`src/rtl/mem_stage_if.sv`:
```
// Data-memory port of the MEM stage: req/gnt request handshake plus an
// rvalid response channel that carries read data (or a store ack).
interface mem_stage_if;
    logic        DMem_req;
    logic        DMem_we;
    logic [31:0] DMem_addr;
    logic [3:0]  DMem_be;
    logic [31:0] DMem_wdata;
    logic        DMem_gnt;
    logic        DMem_rvalid;
    logic [31:0] DMem_rdata;

    modport master (
        output DMem_req, DMem_we, DMem_addr, DMem_be, DMem_wdata,
        input  DMem_gnt, DMem_rvalid, DMem_rdata
    );

    modport slave (
        input  DMem_req, DMem_we, DMem_addr, DMem_be, DMem_wdata,
        output DMem_gnt, DMem_rvalid, DMem_rdata
    );
endinterface

```
`src/rtl/mem_stage.sv`:
```
// Memory-access pipeline stage. Issues sub-word/word loads and stores on a
// req/gnt/rvalid bus, stalls the front of the pipe while an access is in
// flight, aborts hung accesses after TIMEOUT_CYCLES, and registers results
// into the MEM/WB register.
module mem_stage #(
    parameter int TIMEOUT_CYCLES = 255
) (
    input  logic        Clk,
    input  logic        Reset_n,
    input  logic        EX_Mem_wr_en,
    input  logic        EX_Mem_rd_en,
    input  logic [2:0]  EX_Mem_op,
    input  logic [31:0] EX_ALU_result,
    input  logic [31:0] EX_Rs2_data,
    input  logic        EX_MemToReg,
    input  logic        EX_RegFile_wr_en,
    input  logic [4:0]  EX_Rd_addr,
    output logic        MEM_Stall,
    mem_stage_if.master dmem,
    output logic        MEM_RegFile_wr_en,
    output logic [4:0]  MEM_Rd_addr,
    output logic        MEM_MemToReg,
    output logic [31:0] MEM_ALU_result,
    output logic [31:0] MEM_Read_data,
    output logic        MEM_Misaligned,
    output logic        MEM_Bus_error
);

    // Last counter value at which the access may still complete normally.
    localparam logic [7:0] TMO_LAST = 8'(TIMEOUT_CYCLES - 1);

    typedef enum logic [1:0] {
        ST_IDLE = 2'b00,
        ST_REQ  = 2'b01,
        ST_RESP = 2'b10
    } state_e;

    state_e      state_q;
    logic [7:0]  tmo_cnt_q;

    logic        access_s;
    logic        is_load_s;
    logic        misaligned_s;
    logic        issue_s;
    logic        done_s;
    logic        timeout_s;
    logic        stall_s;
    logic [1:0]  size_s;
    logic [1:0]  off_s;

    logic        wb_wr_en_q,  wb_wr_en_d;
    logic [4:0]  wb_rd_q,     wb_rd_d;
    logic        wb_m2r_q,    wb_m2r_d;
    logic [31:0] wb_alu_q,    wb_alu_d;
    logic [31:0] wb_rdata_q,  wb_rdata_d;
    logic        wb_mis_q,    wb_mis_d;
    logic        wb_berr_q,   wb_berr_d;

    // Access size from funct3[1:0]: 00 byte, 01 half, anything else word.
    function automatic logic is_misaligned(input logic [1:0] size, input logic [1:0] off);
        case (size)
            2'b00:   is_misaligned = 1'b0;
            2'b01:   is_misaligned = off[0];
            default: is_misaligned = (off != 2'b00);
        endcase
    endfunction

    function automatic logic [3:0] calc_be(input logic [1:0] size, input logic [1:0] off);
        case (size)
            2'b00:   calc_be = 4'b0001 << off;
            2'b01:   calc_be = 4'b0011 << off;
            default: calc_be = 4'b1111;
        endcase
    endfunction

    // Stores replicate the datum across all lanes; byte enables pick the lane.
    function automatic logic [31:0] calc_wdata(input logic [1:0] size, input logic [31:0] rs2);
        case (size)
            2'b00:   calc_wdata = {4{rs2[7:0]}};
            2'b01:   calc_wdata = {2{rs2[15:0]}};
            default: calc_wdata = rs2;
        endcase
    endfunction

    // Pick the addressed byte/half out of the read word and extend it.
    function automatic logic [31:0] extract_load(input logic [2:0] op, input logic [1:0] off,
                                                 input logic [31:0] rword);
        logic [7:0]  b;
        logic [15:0] h;
        b = rword[{off, 3'b000} +: 8];
        h = off[1] ? rword[31:16] : rword[15:0];
        case (op)
            3'b000:  extract_load = {{24{b[7]}}, b};
            3'b100:  extract_load = {24'h00_0000, b};
            3'b001:  extract_load = {{16{h[15]}}, h};
            3'b101:  extract_load = {16'h0000, h};
            default: extract_load = rword;
        endcase
    endfunction

    // Decode the EX/MEM request and derive handshake/stall conditions.
    always_comb begin
        size_s       = EX_Mem_op[1:0];
        off_s        = EX_ALU_result[1:0];
        access_s     = EX_Mem_rd_en | EX_Mem_wr_en;
        is_load_s    = EX_Mem_rd_en & ~EX_Mem_wr_en;
        misaligned_s = is_misaligned(size_s, off_s);
        issue_s      = (state_q == ST_IDLE) & access_s & ~misaligned_s;
        done_s       = (state_q == ST_RESP) & dmem.DMem_rvalid;
        // A response arriving on the final allowed cycle still wins.
        timeout_s    = (state_q != ST_IDLE) & (tmo_cnt_q == TMO_LAST) & ~done_s;
        stall_s      = issue_s
                     | ((state_q == ST_REQ) & ~timeout_s)
                     | ((state_q == ST_RESP) & ~dmem.DMem_rvalid & ~timeout_s);
    end

    assign MEM_Stall       = stall_s;
    assign dmem.DMem_req   = issue_s | ((state_q == ST_REQ) & ~timeout_s);
    assign dmem.DMem_we    = EX_Mem_wr_en;
    assign dmem.DMem_addr  = {EX_ALU_result[31:2], 2'b00};
    assign dmem.DMem_be    = calc_be(size_s, off_s);
    assign dmem.DMem_wdata = calc_wdata(size_s, EX_Rs2_data);

    // Access FSM and timeout counter; the counter is zero whenever idle.
    always_ff @(posedge Clk or negedge Reset_n) begin
        if (!Reset_n) begin
            state_q   <= ST_IDLE;
            tmo_cnt_q <= 8'd0;
        end else begin
            case (state_q)
                ST_IDLE: begin
                    tmo_cnt_q <= 8'd0;
                    if (issue_s) begin
                        state_q <= dmem.DMem_gnt ? ST_RESP : ST_REQ;
                    end else begin
                        state_q <= ST_IDLE;
                    end
                end
                ST_REQ: begin
                    tmo_cnt_q <= tmo_cnt_q + 8'd1;
                    if (timeout_s) begin
                        state_q <= ST_IDLE;
                    end else if (dmem.DMem_gnt) begin
                        state_q <= ST_RESP;
                    end else begin
                        state_q <= ST_REQ;
                    end
                end
                ST_RESP: begin
                    tmo_cnt_q <= tmo_cnt_q + 8'd1;
                    if (timeout_s || done_s) begin
                        state_q <= ST_IDLE;
                    end else begin
                        state_q <= ST_RESP;
                    end
                end
                default: begin
                    state_q   <= ST_IDLE;
                    tmo_cnt_q <= 8'd0;
                end
            endcase
        end
    end

    // MEM/WB next value: bubble while stalled, otherwise the EX fields with
    // write-back suppressed for dropped or abandoned accesses.
    always_comb begin
        wb_wr_en_d = 1'b0;
        wb_rd_d    = 5'd0;
        wb_m2r_d   = 1'b0;
        wb_alu_d   = 32'd0;
        wb_rdata_d = 32'd0;
        wb_mis_d   = 1'b0;
        wb_berr_d  = 1'b0;
        if (!stall_s) begin
            wb_wr_en_d = EX_RegFile_wr_en;
            wb_rd_d    = EX_Rd_addr;
            wb_m2r_d   = EX_MemToReg;
            wb_alu_d   = EX_ALU_result;
            if ((state_q == ST_IDLE) && access_s && misaligned_s) begin
                wb_wr_en_d = 1'b0;
                wb_mis_d   = 1'b1;
            end else if (timeout_s) begin
                wb_wr_en_d = 1'b0;
                wb_berr_d  = 1'b1;
            end else if (done_s && is_load_s) begin
                wb_rdata_d = extract_load(EX_Mem_op, off_s, dmem.DMem_rdata);
            end else begin
                wb_rdata_d = 32'd0;
            end
        end else begin
            wb_wr_en_d = 1'b0;
        end
    end

    // MEM/WB pipeline register.
    always_ff @(posedge Clk or negedge Reset_n) begin
        if (!Reset_n) begin
            wb_wr_en_q <= 1'b0;
            wb_rd_q    <= 5'd0;
            wb_m2r_q   <= 1'b0;
            wb_alu_q   <= 32'd0;
            wb_rdata_q <= 32'd0;
            wb_mis_q   <= 1'b0;
            wb_berr_q  <= 1'b0;
        end else begin
            wb_wr_en_q <= wb_wr_en_d;
            wb_rd_q    <= wb_rd_d;
            wb_m2r_q   <= wb_m2r_d;
            wb_alu_q   <= wb_alu_d;
            wb_rdata_q <= wb_rdata_d;
            wb_mis_q   <= wb_mis_d;
            wb_berr_q  <= wb_berr_d;
        end
    end

    assign MEM_RegFile_wr_en = wb_wr_en_q;
    assign MEM_Rd_addr       = wb_rd_q;
    assign MEM_MemToReg      = wb_m2r_q;
    assign MEM_ALU_result    = wb_alu_q;
    assign MEM_Read_data     = wb_rdata_q;
    assign MEM_Misaligned    = wb_mis_q;
    assign MEM_Bus_error     = wb_berr_q;

endmodule

```
`src/flat_wrapper.sv`:
```
// flat-port wrapper written by rule: the top's interface ports become plain ports
module mem_stage_flat 
#(
    parameter int TIMEOUT_CYCLES = 255
)
  (Clk, Reset_n, EX_Mem_wr_en, EX_Mem_rd_en, EX_Mem_op, EX_ALU_result, EX_Rs2_data, EX_MemToReg, EX_RegFile_wr_en, EX_Rd_addr, MEM_Stall, MEM_RegFile_wr_en, MEM_Rd_addr, MEM_MemToReg, MEM_ALU_result, MEM_Read_data, MEM_Misaligned, MEM_Bus_error, dmem_DMem_req, dmem_DMem_we, dmem_DMem_addr, dmem_DMem_be, dmem_DMem_wdata, dmem_DMem_gnt, dmem_DMem_rvalid, dmem_DMem_rdata);
  mem_stage_if dmem_i ();
  input  logic Clk;
  input  logic Reset_n;
  input  logic EX_Mem_wr_en;
  input  logic EX_Mem_rd_en;
  input  logic [2:0] EX_Mem_op;
  input  logic [31:0] EX_ALU_result;
  input  logic [31:0] EX_Rs2_data;
  input  logic EX_MemToReg;
  input  logic EX_RegFile_wr_en;
  input  logic [4:0] EX_Rd_addr;
  output logic MEM_Stall;
  output logic MEM_RegFile_wr_en;
  output logic [4:0] MEM_Rd_addr;
  output logic MEM_MemToReg;
  output logic [31:0] MEM_ALU_result;
  output logic [31:0] MEM_Read_data;
  output logic MEM_Misaligned;
  output logic MEM_Bus_error;
  output wire logic [$bits(dmem_i.DMem_req)-1:0] dmem_DMem_req;
  output wire logic [$bits(dmem_i.DMem_we)-1:0] dmem_DMem_we;
  output wire logic [$bits(dmem_i.DMem_addr)-1:0] dmem_DMem_addr;
  output wire logic [$bits(dmem_i.DMem_be)-1:0] dmem_DMem_be;
  output wire logic [$bits(dmem_i.DMem_wdata)-1:0] dmem_DMem_wdata;
  input wire logic [$bits(dmem_i.DMem_gnt)-1:0] dmem_DMem_gnt;
  input wire logic [$bits(dmem_i.DMem_rvalid)-1:0] dmem_DMem_rvalid;
  input wire logic [$bits(dmem_i.DMem_rdata)-1:0] dmem_DMem_rdata;
  assign dmem_DMem_req = dmem_i.DMem_req;
  assign dmem_DMem_we = dmem_i.DMem_we;
  assign dmem_DMem_addr = dmem_i.DMem_addr;
  assign dmem_DMem_be = dmem_i.DMem_be;
  assign dmem_DMem_wdata = dmem_i.DMem_wdata;
  assign dmem_i.DMem_gnt = dmem_DMem_gnt;
  assign dmem_i.DMem_rvalid = dmem_DMem_rvalid;
  assign dmem_i.DMem_rdata = dmem_DMem_rdata;
  mem_stage #(.TIMEOUT_CYCLES(TIMEOUT_CYCLES)) u_core (.Clk(Clk), .Reset_n(Reset_n), .EX_Mem_wr_en(EX_Mem_wr_en), .EX_Mem_rd_en(EX_Mem_rd_en), .EX_Mem_op(EX_Mem_op), .EX_ALU_result(EX_ALU_result), .EX_Rs2_data(EX_Rs2_data), .EX_MemToReg(EX_MemToReg), .EX_RegFile_wr_en(EX_RegFile_wr_en), .EX_Rd_addr(EX_Rd_addr), .MEM_Stall(MEM_Stall), .dmem(dmem_i), .MEM_RegFile_wr_en(MEM_RegFile_wr_en), .MEM_Rd_addr(MEM_Rd_addr), .MEM_MemToReg(MEM_MemToReg), .MEM_ALU_result(MEM_ALU_result), .MEM_Read_data(MEM_Read_data), .MEM_Misaligned(MEM_Misaligned), .MEM_Bus_error(MEM_Bus_error));
endmodule
```
`config.mk`:
```
export PLATFORM = sky130hd
export DESIGN_NAME = mem_stage_flat
export DESIGN_NICKNAME = d
export VERILOG_FILES = /design/src/rtl/mem_stage_if.sv /design/src/rtl/mem_stage.sv /design/src/flat_wrapper.sv
export SDC_FILE = /design/constraint.sdc
export NUM_CORES = 1
export LEC_CHECK = 0
export BUFFER_PORTS_ARGS = -buffer_cell sky130_fd_sc_hd__buf_2
export CORE_MARGIN = 2
export CORE_UTILIZATION = 44
export CTS_CLUSTER_DIAMETER = 30
export DETAILED_ROUTE_END_ITERATION = 7
export GPL_TIMING_DRIVEN = 0
export PLACE_DENSITY = 0.85
export SYNTH_ARGS = -nofsm -noshare
export SYNTH_HDL_FRONTEND = slang
export SYNTH_SLANG_ARGS = --single-unit
```
`constraint.sdc`:
```
create_clock -name Clk -period 2.2 [get_ports Clk]
set_clock_uncertainty 0.15 [all_clocks]
set_input_delay 0.22 -clock Clk [delete_from_list [all_inputs] [get_ports Clk]]
set_output_delay 0.22 -clock Clk [all_outputs]
set_load 0.01 [all_outputs]
```
======== Yosys cells after proc, flatten, opt, wreduce, memory -nomap -nowiden ========
Cells that the tools add are included.
word-level totals
  flip-flop bits (word level) ............. 83
  input bits .............................. 112
  output and inout port bits .............. 144
  logic and storage cells ................. 73
cells by class
  add/sub/neg operators ................... 1
  eq/ne operators ......................... 7
  shift operators ......................... 3
  multiplexer cells ....................... 26
  bitwise gates (word level) .............. 17
  reduce and logical (&&, ||, !) cells .... 10
operator list
  cell                   count
  $mux W32               5
  $pmux W32 S4           1
  $pmux W32 S2           1
  $shiftx A32 B6 Y8      1
  $mux W16               1
  $and A1 B1 Y1          9
  $mux W1                9
  $add A8 B1 Y8 const B  1
  $eq A8 B8 Y1 const B   1
  $mux W2                4
  $mux W8                1
  $pmux W4 S2            1
  $eq A3 B3 Y1 const B   2
  $pmux W2 S3            1
  $mux W5                1
  $not A1 Y1             5
  $eq A2 B1 Y1 const B   2
  $logic_not A2 Y1       2
  $reduce_bool A2 Y1     2
  $shl A1 B2 Y4 const A  1
  $shl A2 B2 Y4 const A  1
  $eq A3 B1 Y1 const B   1
  $logic_and A1 B1 Y1    3
  $logic_not A3 Y1       1
  5 further kinds        7

======== Longest topological paths before layout ========
Gate-level depths: netlist (run 1).
  depth after elaboration ................. 9
  depth in mapped cells ................... 8
  gate-level depth less buffers ........... 6

======== Least setup slack after synthesis (run 1) ========
OpenSTA, ideal clock, no wires.
  path type ............................... register to output
  start ................................... register u_core.state_q[0]
  end ..................................... output MEM_Stall
  arrival time ............................ 1.595 ns
  required time ........................... 1.830 ns
  slack ................................... 0.235 ns
  cell stages (with the launch flop) ...... 8
  buffers on the path ..................... 1
  cells stage by stage .................... dfrtp_1 inv_1 ha_1 and4b_4 a311oi_4 a211oi_2 clkbuf_2 inv_1
on the way
  word-level cells in the longest chain between the ends .. 8
  elaborated cells between the ends (all ways) .. 16
  classes of those cells .................. eq/ne: 2; bitwise: 12; reduce/logical: 2
ends and longest elaborated chain
  item                    line                                text
  start, declared         mem_stage.sv:38                     state_e state_q;
  start signal, assigned  mem_stage.sv:134                    state_q <= dmem.DMem_gnt ? ST_RESP : ST_REQ;
  $eq A2 B2 Y1            mem_stage.sv:109, mem_stage.sv:114
  $and A1 B1 Y1           mem_stage.sv:109                    done_s = (state_q == ST_RESP) & dmem.DMem_rvalid;
  $not A1 Y1              mem_stage.sv:111                    timeout_s = (state_q != ST_IDLE) & (tmo_cnt_q == TMO_LAST) & ~done_s;
  $and A1 B1 Y1           mem_stage.sv:111
  $not A1 Y1              mem_stage.sv:113, mem_stage.sv:114
  $and A1 B1 Y1           mem_stage.sv:113                    | ((state_q == ST_REQ) & ~timeout_s)
  $or A1 B1 Y1            mem_stage.sv:113
  $or A1 B1 Y1 (*)        mem_stage.sv:114                    | ((state_q == ST_RESP) & ~dmem.DMem_rvalid & ~timeout_s);
  end, declared           flat_wrapper.sv:18                  output logic MEM_Stall;
Every way passes the cells marked *; elsewhere a longest branch is shown, timed or not.

======== Worst setup path in the final report (run 1) ========
  start ................................... register u_core.state_q[1]
  end ..................................... output MEM_Stall
Same word-level chain as after synthesis.

==> results of run 1 <==
==> timing repair <==
action                                  CTS  global route
endpoints found under the hold margin   131             1
pin swaps                                 4             4
hold buffers                             48             1
endpoints found under the setup margin   25            45
gates resized for setup                  12            15
buffers inserted                          7             5
==> power by group through the flow <==
stage | clock, mW | sequential [mW] | combinational [mW]
final | 1.13 | 1.82 | 1.71
after global routing | 1.21 | 1.84 | 1.85
after CTS | 1.14 | 1.81 | 1.63
after detailed placement | 0 | 1.84 | 1.44
after global placement | 0 | 1.83 | 1.40
after floorplan | 0 | 1.94 | 0.755
==> metrics by stage <==
stage / TNS, ns / cell area [sq um] / util [%] / std cells / power (mW)
floorplan: 0 / 4330 / - / 408 / 2.70
global placement: -0.259 / 5760 / 59.7 / 793 / 3.23
detailed placement: -0.140 / 5790 / 60.1 / 794 / 3.28
CTS: -0.336 / 6580 / 68.2 / 865 / 4.57
global route: -3.16 / 6680 / 69.3 / 871 / 4.89
finish: -1.54 / 6680 / 69.3 / 871 / 4.66
==> sequential cells by signal, summed over array words and instances (netlist names) <==
signal / flops
u_core.MEM_MemToReg: 1
u_core.MEM_RegFile_wr_en: 1
u_core.MEM_ALU_result: 32
u_core.MEM_Read_data: 32
u_core.MEM_Rd_addr: 5
u_core.state_q: 2
u_core.MEM_Misaligned: 1
u_core.MEM_Bus_error: 1
u_core.tmo_cnt_q: 8
==> per-layer routing <==
layer / GRT usage (%) / vias to the layer above / part of all wire, %
li1: - / 1980 / -
met1: 29.0 / 2021 / 37
met2: 48.3 / 226 / 53
met3: 6.65 / 27 / 7.9
met4: 10.3 / 0 / 2.2
met5: 0 / - / 0
==> worst max-delay path, delay by kind of cell (launching register included) <==
kind	cells	cell delay [ns]
buffers and inverters	4	0.39
DFF	1	0.38
and+or+nand+nor	1	0.37
AOI/OAI and AO/OA	2	0.37
adders and majority gates	1	0.16
==> cell usage in the layout, fill, tap and decap left out, types with 3 or more instances in the layout <==
cell	instances
a221oi_1	5
nor3_1	33
ha_1	3
and2_1	13
buf_4	54
dlygate4sd3_1	49
nand3_1	4
and2_2	8
a221oi_2	3
nor3_2	5
mux2i_1	12
nand2b_1	3
mux2_2	17
inv_1	13
buf_6	6
buf_2	257
o21ai_0	25
and2_4	20
dfrtp_1	83
nand2_1	19
xnor2_1	3
nor2b_1	18
clkbuf_1	4
clkbuf_8	11
a21oi_1	13
==> cells by family after synthesis <==
logic type      synth area share (%)
mux                             7.20
other cells                   0.0866
flops                           48.0
simple gates                    20.3
xor+xnor                       0.810
buf+inv                         12.1
compound gates                  9.83
fa+ha+maj                       1.73
==> final cells by class <==
type,instances,area [sq um],share of cell area (%)
Clock buffer,10,138,2.06
Timing Repair Buffer,314,1890,28.3
Clock inverter,6,63.8,0.956
Antenna cell,1,2.50,0.0375
Tap cell,133,166,2.49
Inverter,17,66.3,0.993
Multi-Input combinational cell,245,1810,27.1
Buffer,62,465,6.97
Sequential cell,83,2080,31.1
==> how the worst max path moves through the flow <==
stage	slack, ns	cells past startpoint	endpoint
floorplan	0.24	7	MEM_Stall
global placement	-0.10	8	MEM_Stall
detailed placement	-0.14	8	MEM_Stall
CTS	-0.19	8	MEM_Stall
global route	-0.26	8	MEM_Stall
finish	-0.21	8	MEM_Stall
==> run_results.csv, run 1 <==
group,metric,value,unit
sta,relSlewSlack,61.6,%
cts,cts.htree.levels,3,
placed_design,gp_congestion,0.909,
placed_design,numPortBuffers,252,
cts,cts_tree,"done",
worst_hold_path,holdPathEnd,"u_core.MEM_Read_data[25]",
synthesis,yosysWarnings,0,
cts,cts.root.buffer_cell,"clkbuf_8",
sta,drv_slew,0,
sta,tightestPinTransition,0.570,ns
route,drt_iter0_markers,195,
worst_hold_path,min_path_type,"input port to flip-flop",
cts,cts_inserted_buffers,9,
setup_path,reg2reg_depth,10,
pwr,leakagePower,3.59,nW
setup_path,r2r_start,"u_core.tmo_cnt_q[0]",
synthesis,synth_top_area_share,48.0,%
synthesis,synth_area_leaders,"dfrtp_1 48%, buf_4 7.1%, mux2_2 4.4%, nor3_1 4.4%, and2_4 4.0%",
die,start_util,44.9,%
worst_hold_path,min_from,"dmem_DMem_rdata[25]",
synthesis,synth_area,4330,sq um
die,floorplan.rows,36,
global_route,track_usage,26.3,%
pwr,p_seq_share,39.0,%
status,run_status,"finished, violations left",
global_route,gr-total-overflow,0,
pwr,cellPowerDensity,697,nW/um^2
sta,fin_crit_sh,109,%
run,max-cap-violations,0,
pwr,p_sw_share,31.5,%
sta,fmax,415,MHz
pwr,p_int,3.19,mW
route,drt_first_pass_iters,4,
setup_path,startpoint,"u_core.state_q[1]",
route,postRouteAntennaNets,0,
route,drc,0,
pwr,p_sw,1.47,mW
layout,area_delta_synth_final,54.3,%
placed_design,place_ws,-0.139,ns
sta,fin_ws,-0.208,ns
route,drt-wirelength-per-cell,16.6,um
cts,clk_path_buf_depth,2,
synthesis,async_flop_share,100,%
global_route,grt_max_degree,69,
synthesis,synth_area_leader_cell,"dfrtp_1",
layout,drive_gt1_share,56.0,%
global_route,antenna_found_initial,1,
global_route,grt_first_pass_wirelength,21.0,mm
worst_hold_path,holdPathStages,3,
synthesis,yosysSeqAreaShare,48.0,%
die,die_w,103,um
die,core,9640,sq um
synthesis,synth_cell_types,55,
setup_path,cp_max_fo,3,
sta,setup_violations,22,
setup_path,critPathLaunchType,"flip-flop",
layout,nets,850,
die,die_h,103,um
synthesis,synth-edff-count,0,
setup_path,cp.arrival,2.04,ns
global_route,grt_pass1_vias,4271,
synthesis,yosys-top-cells-count,"83 x dfrtp_1, 41 x buf_4, 38 x nor3_1",
cts,clk_pin_slew,0.09,ns
die,dieArea,10600,sq um
synthesis,ys.flop_type,"dfrtp_1",
setup_path,crit_path_top_delay_cell,"dfrtp_1",
pwr,p_comb_share,36.8,%
setup_path,worstSetupEndpointType,"output pin",
route,wl,14.4,mm
pwr,clockPowerShare,24.2,%
status,failed_checks,"negative setup slack",
cts,clk_latency,0.36,ns
setup_path,path_cells,"inv_2 -> ha_4 -> and4b_4 -> a311oi_4 -> a211oi_4 -> clkbuf_8 -> inv_4 -> buf_6",
sta,period_needed,2.41,ns
sta,timing_hold_violations_final,0,
pwr,ir_drop,0.306,mV
synthesis,avgSynthCellArea,10.6,sq um
synthesis,yosysMostFrequentCell,"dfrtp_1",
setup_path,ff2ff_setup_slack,-0.07,ns
setup_path,r2r_end,"u_core.MEM_ALU_result[11]",
setup_path,path_class,"flip-flop to output pin",
sta,rsz0062_at_grt,"yes",
layout,fillCellCount,755,
route,vias,4254,
synthesis,synthCells,407,
route,viasPerCell,4.88,
synthesis,ys_ff_latch,83,
placed_design,hpwl,10.3,mm
setup_path,cp.required,1.83,ns
cts,clock_sinks,83,
sta,hold_ws,0.00199,ns
die,pin_count,256,
setup_path,critPathMaxStageDelay,0.38,ns
Power figures use the tool's default switching activity.
==> run 2, diff against run 1 <==
--- a/config.mk
+++ b/config.mk
@@ -10,3 +10,2 @@
 export CORE_UTILIZATION = 44
-export CTS_CLUSTER_DIAMETER = 30
 export DETAILED_ROUTE_END_ITERATION = 7
--- a/constraint.sdc
+++ b/constraint.sdc
@@ -4,2 +4,2 @@
 set_output_delay 0.22 -clock Clk [all_outputs]
-set_load 0.01 [all_outputs]
+set_load 0.02 [all_outputs]
==> run 2 against run 1 <==
Compared with the run above:
- the flow still finishes with violations (negative setup slack)
- clock-buffer cell count is the same
- global-route usage unchanged
- sequential share of layout area barely moved
- utilization barely moved
- maximum frequency decreased by 0.50%
- cell count is the same
- worst hold slack hardly changed
- wire length increased by 0.21%
- critical endpoint unchanged
- highest routed layer unchanged
==> run_results.csv, run 2 (synthesis gave the netlist of run 1 again) <==
group,metric,value,unit
status,run_status,"finished, violations left",
status,failed_checks,"negative setup slack",
worst_hold_path,holdPathEnd,"u_core.MEM_Read_data[25]",
placed_design,dp.cells,794,
run,max-cap-violations,0,
cts,clk_path_buf_depth,2,
setup_path,cp_max_fo,3,
sta,timing_hold_violations_final,0,
sta,relSlewSlack,61.6,%
setup_path,reg2reg_depth,10,
setup_path,path_class,"flip-flop to output pin",
route,drt-wirelength-per-cell,16.6,um
worst_hold_path,min_path_type,"input port to flip-flop",
placed_design,dpl-instance-area,5790,sq um
cts,cts.htree.levels,3,
cts,cts_tree,"done",
global_route,grt_first_pass_wirelength,21.0,mm
global_route,antenna_found_initial,1,
cts,clock_sinks,83,
route,drc,0,
setup_path,critPathLaunchType,"flip-flop",
setup_path,r2r_end,"u_core.MEM_ALU_result[11]",
die,start_util,44.9,%
cts,clk_latency,0.36,ns
setup_path,r2r_start,"u_core.tmo_cnt_q[0]",
pwr,ir_drop,0.328,mV
layout,drive_gt1_share,56.0,%
worst_hold_path,holdPathStages,3,
layout,final_cell_mix,"257 x buf_2, 83 x dfrtp_1, 55 x buf_4",
cts,cts_inserted_buffers,9,
route,drt_first_pass_iters,4,
sta,setup_violations,22,
setup_path,ff2ff_setup_slack,-0.08,ns
die,core,9640,sq um
route,wl,14.5,mm
sta,rsz0062_at_grt,"yes",
pwr,cellPowerDensity,731,nW/um^2
route,viasPerCell,4.90,
sta,tightestPinTransition,0.570,ns
layout,area_delta_synth_final,54.2,%
placed_design,place_ws,-0.159,ns
cts,clk_pin_slew,0.09,ns
die,dieArea,10600,sq um
layout,nets,850,
sta,fin_ws,-0.220,ns
layout,stdcell_area,6670,sq um
setup_path,cp.required,1.83,ns
die,die_w,103,um
placed_design,numPortBuffers,252,
sta,fin_crit_sh,110,%
sta,fmax,413,MHz
die,floorplan.rows,36,
worst_hold_path,min_from,"dmem_DMem_rdata[25]",
layout,final_common_cell,"buf_2",
route,drt_iter0_markers,192,
global_route,gr-total-overflow,0,
layout,final_cells,871,
pwr,leakagePower,3.58,nW
global_route,grt_max_degree,69,
placed_design,hpwl,10.3,mm
setup_path,worstSetupEndpointType,"output pin",
placed_design,gp_congestion,0.909,
route,postRouteAntennaNets,0,
die,die_h,103,um
cts,cts.root.buffer_cell,"clkbuf_8",
sta,period_needed,2.42,ns
route,vias,4265,
layout,final_core_util,69.2,%
global_route,grt_pass1_vias,4271,
setup_path,cp.arrival,2.05,ns
sta,drv_slew,0,
global_route,track_usage,26.3,%
die,pin_count,256,
[run 2: cell count changes in the layout (fill, tap and decap cells not counted)]
cell,change
buf_4,+1
buf_6,-1
[run 2: area by class of cell]
type,count,area [sq um]
Antenna cell,1,2.50
Buffer,62,465
Clock buffer,10,138
Clock inverter,6,63.8
Fill cell,755,2970
Inverter,17,66.3
Multi-Input combinational cell,245,1810
Sequential cell,83,2080
Tap cell,133,166
Timing Repair Buffer,314,1880
[run 2: per-layer routing]
metal | routed length, um | track usage (%) | up-vias
met5 | 0 | 0 | -
met2 | 7610 | 48.3 | 233
met1 | 5340 | 29.0 | 2018
met4 | 344 | 10.3 | 0
met3 | 1160 | 6.65 | 31
li1 | - | - | 1983
[run 2: timing repair]
action,CTS,global route
setup buffers,7,5
hold buffers,48,1
endpoints found under the hold margin,131,1
pin swaps,4,4
resized for setup,13,15
setup endpoints to repair,25,49
[run 2: power breakdown]
part | switching, mW | internal (mW)
combinational | 1.04 | 0.896
clock | 0.573 | 0.556
sequential | 0.0796 | 1.74
[run 2: worst max-delay path by stage]
stage                            startpoint   endpoint  cells past startpoint
after CTS                 u_core.state_q[1]  MEM_Stall                      8
after global routing      u_core.state_q[1]  MEM_Stall                      8
final                     u_core.state_q[1]  MEM_Stall                      8
after global placement    u_core.state_q[0]  MEM_Stall                      8
after detailed placement  u_core.state_q[0]  MEM_Stall                      8
after floorplan           u_core.state_q[0]  MEM_Stall                      7
[run 2: critical path, stage by stage (launching register included)]
cell      delay [ns]
dfrtp_1         0.38
inv_2           0.06
ha_4            0.16
and4b_4         0.37
a311oi_4        0.13
a211oi_4        0.24
clkbuf_8        0.19
inv_4           0.03
buf_6           0.12
[run 2: metrics by stage]
stage	hold WS, ns	setup TNS, ns	power, mW
6_report	0.00199	-1.62	4.88
3_5_place_dp	-0.0449	-0.160	3.51
3_3_place_gp	0.267	-0.279	3.45
5_1_grt	0.00435	-3.19	5.11
4_1_cts	0.000340	-0.366	4.80
2_1_floorplan	-0.226	0	2.92
==> run 3, diff against run 2 <==
CORE_UTILIZATION = 47   (was 44)
PLACE_DENSITY = 0.9   (was 0.85)
clock period = 3.05 ns   (was 2.2 ns; I/O delays follow)
==> run 3 against run 2 <==
Compared with the run above:
- the flow now finishes without violations
- register-to-register slack improved by 0.73 ns
- cell area decreased by 9.8%
- clock-buffer cell count decreased by 1
- cell count decreased by 9.3%
- largest cell class is now flip-flops and latches
==> run_results.csv, run 3 (synthesis gave the netlist of run 1 again) <==
group,metric,value,unit
sta,fmax,354,MHz
die,floorplan.rows,35,
layout,drive_gt1_share,56.7,%
cts,cts.htree.levels,3,
die,start_util,47.7,%
global_route,gr-total-overflow,0,
global_route,antenna_found_initial,0,
layout,final_cell_mix,"260 x buf_2, 83 x dfrtp_1, 42 x buf_4",
placed_design,dp.cells,772,
pwr,leakagePower,3.32,nW
route,postRouteAntennaNets,0,
layout,final_common_cell,"buf_2",
placed_design,gp_congestion,0.950,
cts,post_cts_buffers,0,
pwr,p_int,2.24,mW
cts,cts_inserted_buffers,9,
cts,hold_buffers,2,
setup_path,critPathLaunchType,"flip-flop",
pwr,power,3.40,mW
sta,rsz0062_at_grt,"no",
route,drt_iter0_markers,169,
route,drt_first_pass_iters,4,
sta,fin_crit_sh,92.7,%
worst_hold_path,min_path_type,"input port to flip-flop",
setup_path,cp_max_fo,10,
global_route,top_usage_layer,"met2",
route,drt-wirelength-per-cell,15.6,um
status,run_status,"finished, final reports clean",
layout,diodes,0,
global_route,use_met2,43.9,%
layout,fillCellCount,729,
global_route,grt_use_met3,5.64,%
setup_path,worstSetupEndpointType,"output pin",
route,viasPerCell,5.09,
die,die_w,100,um
setup_path,path_cells,"inv_1 -> ha_1 -> and4b_4 -> a311oi_4 -> a211oi_2 -> clkbuf_2 -> inv_1 -> buf_2",
global_route,grt_first_pass_wirelength,19.1,mm
placed_design,numPortBuffers,252,
route,vias,4021,
pwr,p_sw_share,33.9,%
setup_path,critPathMaxStageDelay,0.39,ns
layout,area_delta_synth_final,39.0,%
setup_path,path_class,"flip-flop to output pin",
global_route,grt_max_degree,48,
global_route,track_usage,24.4,%
sta,relSlewSlack,37.4,%
pwr,cellPowerDensity,564,nW/um^2
sta,tightestPinTransition,0.931,ns
sta,setup_tns,0,ns
layout,nets,792,
cts,clk_pin_slew,0.09,ns
layout,regArea,2080,sq um
cts,clk_latency,0.34,ns
pwr,p_seq_share,38.3,%
die,pin_count,256,
die,dieArea,9990,sq um
pwr,ir_drop,0.392,mV
pwr,p_comb_share,35.2,%
die,die_h,100,um
cts,clk_path_buf_depth,2,
pwr,clockPowerShare,26.4,%
route,wl,12.3,mm
setup_path,cp.arrival,2.37,ns
sta,setup_violations,0,
setup_path,crit_path_top_delay_cell,"dfrtp_1",
setup_path,cp.required,2.59,ns
sta,timing_hold_violations_final,0,
cts,cts_resized,0,
die,core,9060,sq um
cts,clock_sinks,83,
global_route,grt_pass1_vias,3978,
cts,cts_tree,"done",
layout,final_cells,790,
pwr,p_sw,1.15,mW
route,drc,0,
setup_path,cp_common_cell,"inv_1",
global_route,met1_usage,28.2,%
run,max-cap-violations,0,
layout,multi_input_area,1730,sq um
cts,cts.root.buffer_cell,"clkbuf_8",
sta,drv_slew,0,
placed_design,hpwl,9.99,mm
sta,period_needed,2.83,ns
run 3: cell count changes in the layout (fill, tap and decap cells not counted), sizes merged:
| cell | change |
|---|---|
| clkinvlp | -2 |
| clkinv | +1 |
| inv | +1 |
| diode | -1 |
| bufinv | +1 |
| dlygate4sd3 | -47 |
| buf | -12 |
run 3: layer usage:
layer / vias up / part of all wire (%)
met5: - / 0
met4: 0 / 2.6
met3: 22 / 8.8
met2: 231 / 52
met1: 1905 / 37
li1: 1863 / -
run 3: power by group through the flow:
stage	combinational [mW]	clock, mW	sequential (mW)
after floorplan	0.599	0	1.50
after global placement	1.17	0	1.32
after detailed placement	1.20	0	1.33
after CTS	1.21	0.919	1.30
after global routing	1.29	0.973	1.32
final	1.20	0.898	1.30
run 3: path summary, 6_finish.rpt:
path	cells past startpoint	start	endpoint	slack, ns
setup / recovery	8	u_core.state_q[0]	MEM_Stall	0.22
hold / removal	2	EX_Rd_addr[3]	u_core.MEM_Rd_addr[3]	0.03
setup reg to reg	6	u_core.state_q[0]	u_core.MEM_Read_data[2]	0.65
hold reg to reg	1	u_core.tmo_cnt_q[0]	u_core.tmo_cnt_q[0]	0.36
max in group asynchronous	3	Reset_n	u_core.tmo_cnt_q[4]	1.84
min in group asynchronous	2	Reset_n	u_core.MEM_ALU_result[27]	0.31
run 3: per-stage QoR:
step                worst slack (ns)  hold slack, ns  util (%)  area, sq um
floorplan                      0.966          -0.141         -         4330
global placement               0.665           0.320      63.2         5730
detailed placement             0.583           0.146      63.6         5760
CTS                            0.189         0.00867      66.4         6020
global route                  0.0513         0.00389      66.4         6020
finish                         0.222          0.0286      66.4         6020
run 3: area by class of cell:
class	count	share of cell area, %
tap	111	2.31
clock buffer	9	2.06
sequential	83	34.5
buffer	63	7.61
timing repair buffer	255	21.8
clock inverter	7	1.85
multi-input combinational	245	28.8
inverter	17	1.06
run 3: worst max-delay path, delay by kind of cell (launching register included):
| family | cells | cell delay (ns) |
|---|---|---|
| adder cells (fa/ha/maj) | 1 | 0.23 |
| AO/OA/AOI/OAI | 2 | 0.48 |
| flip-flops | 1 | 0.39 |
| AND/OR/NAND/NOR | 1 | 0.38 |
| buffers and inverters | 4 | 0.55 |
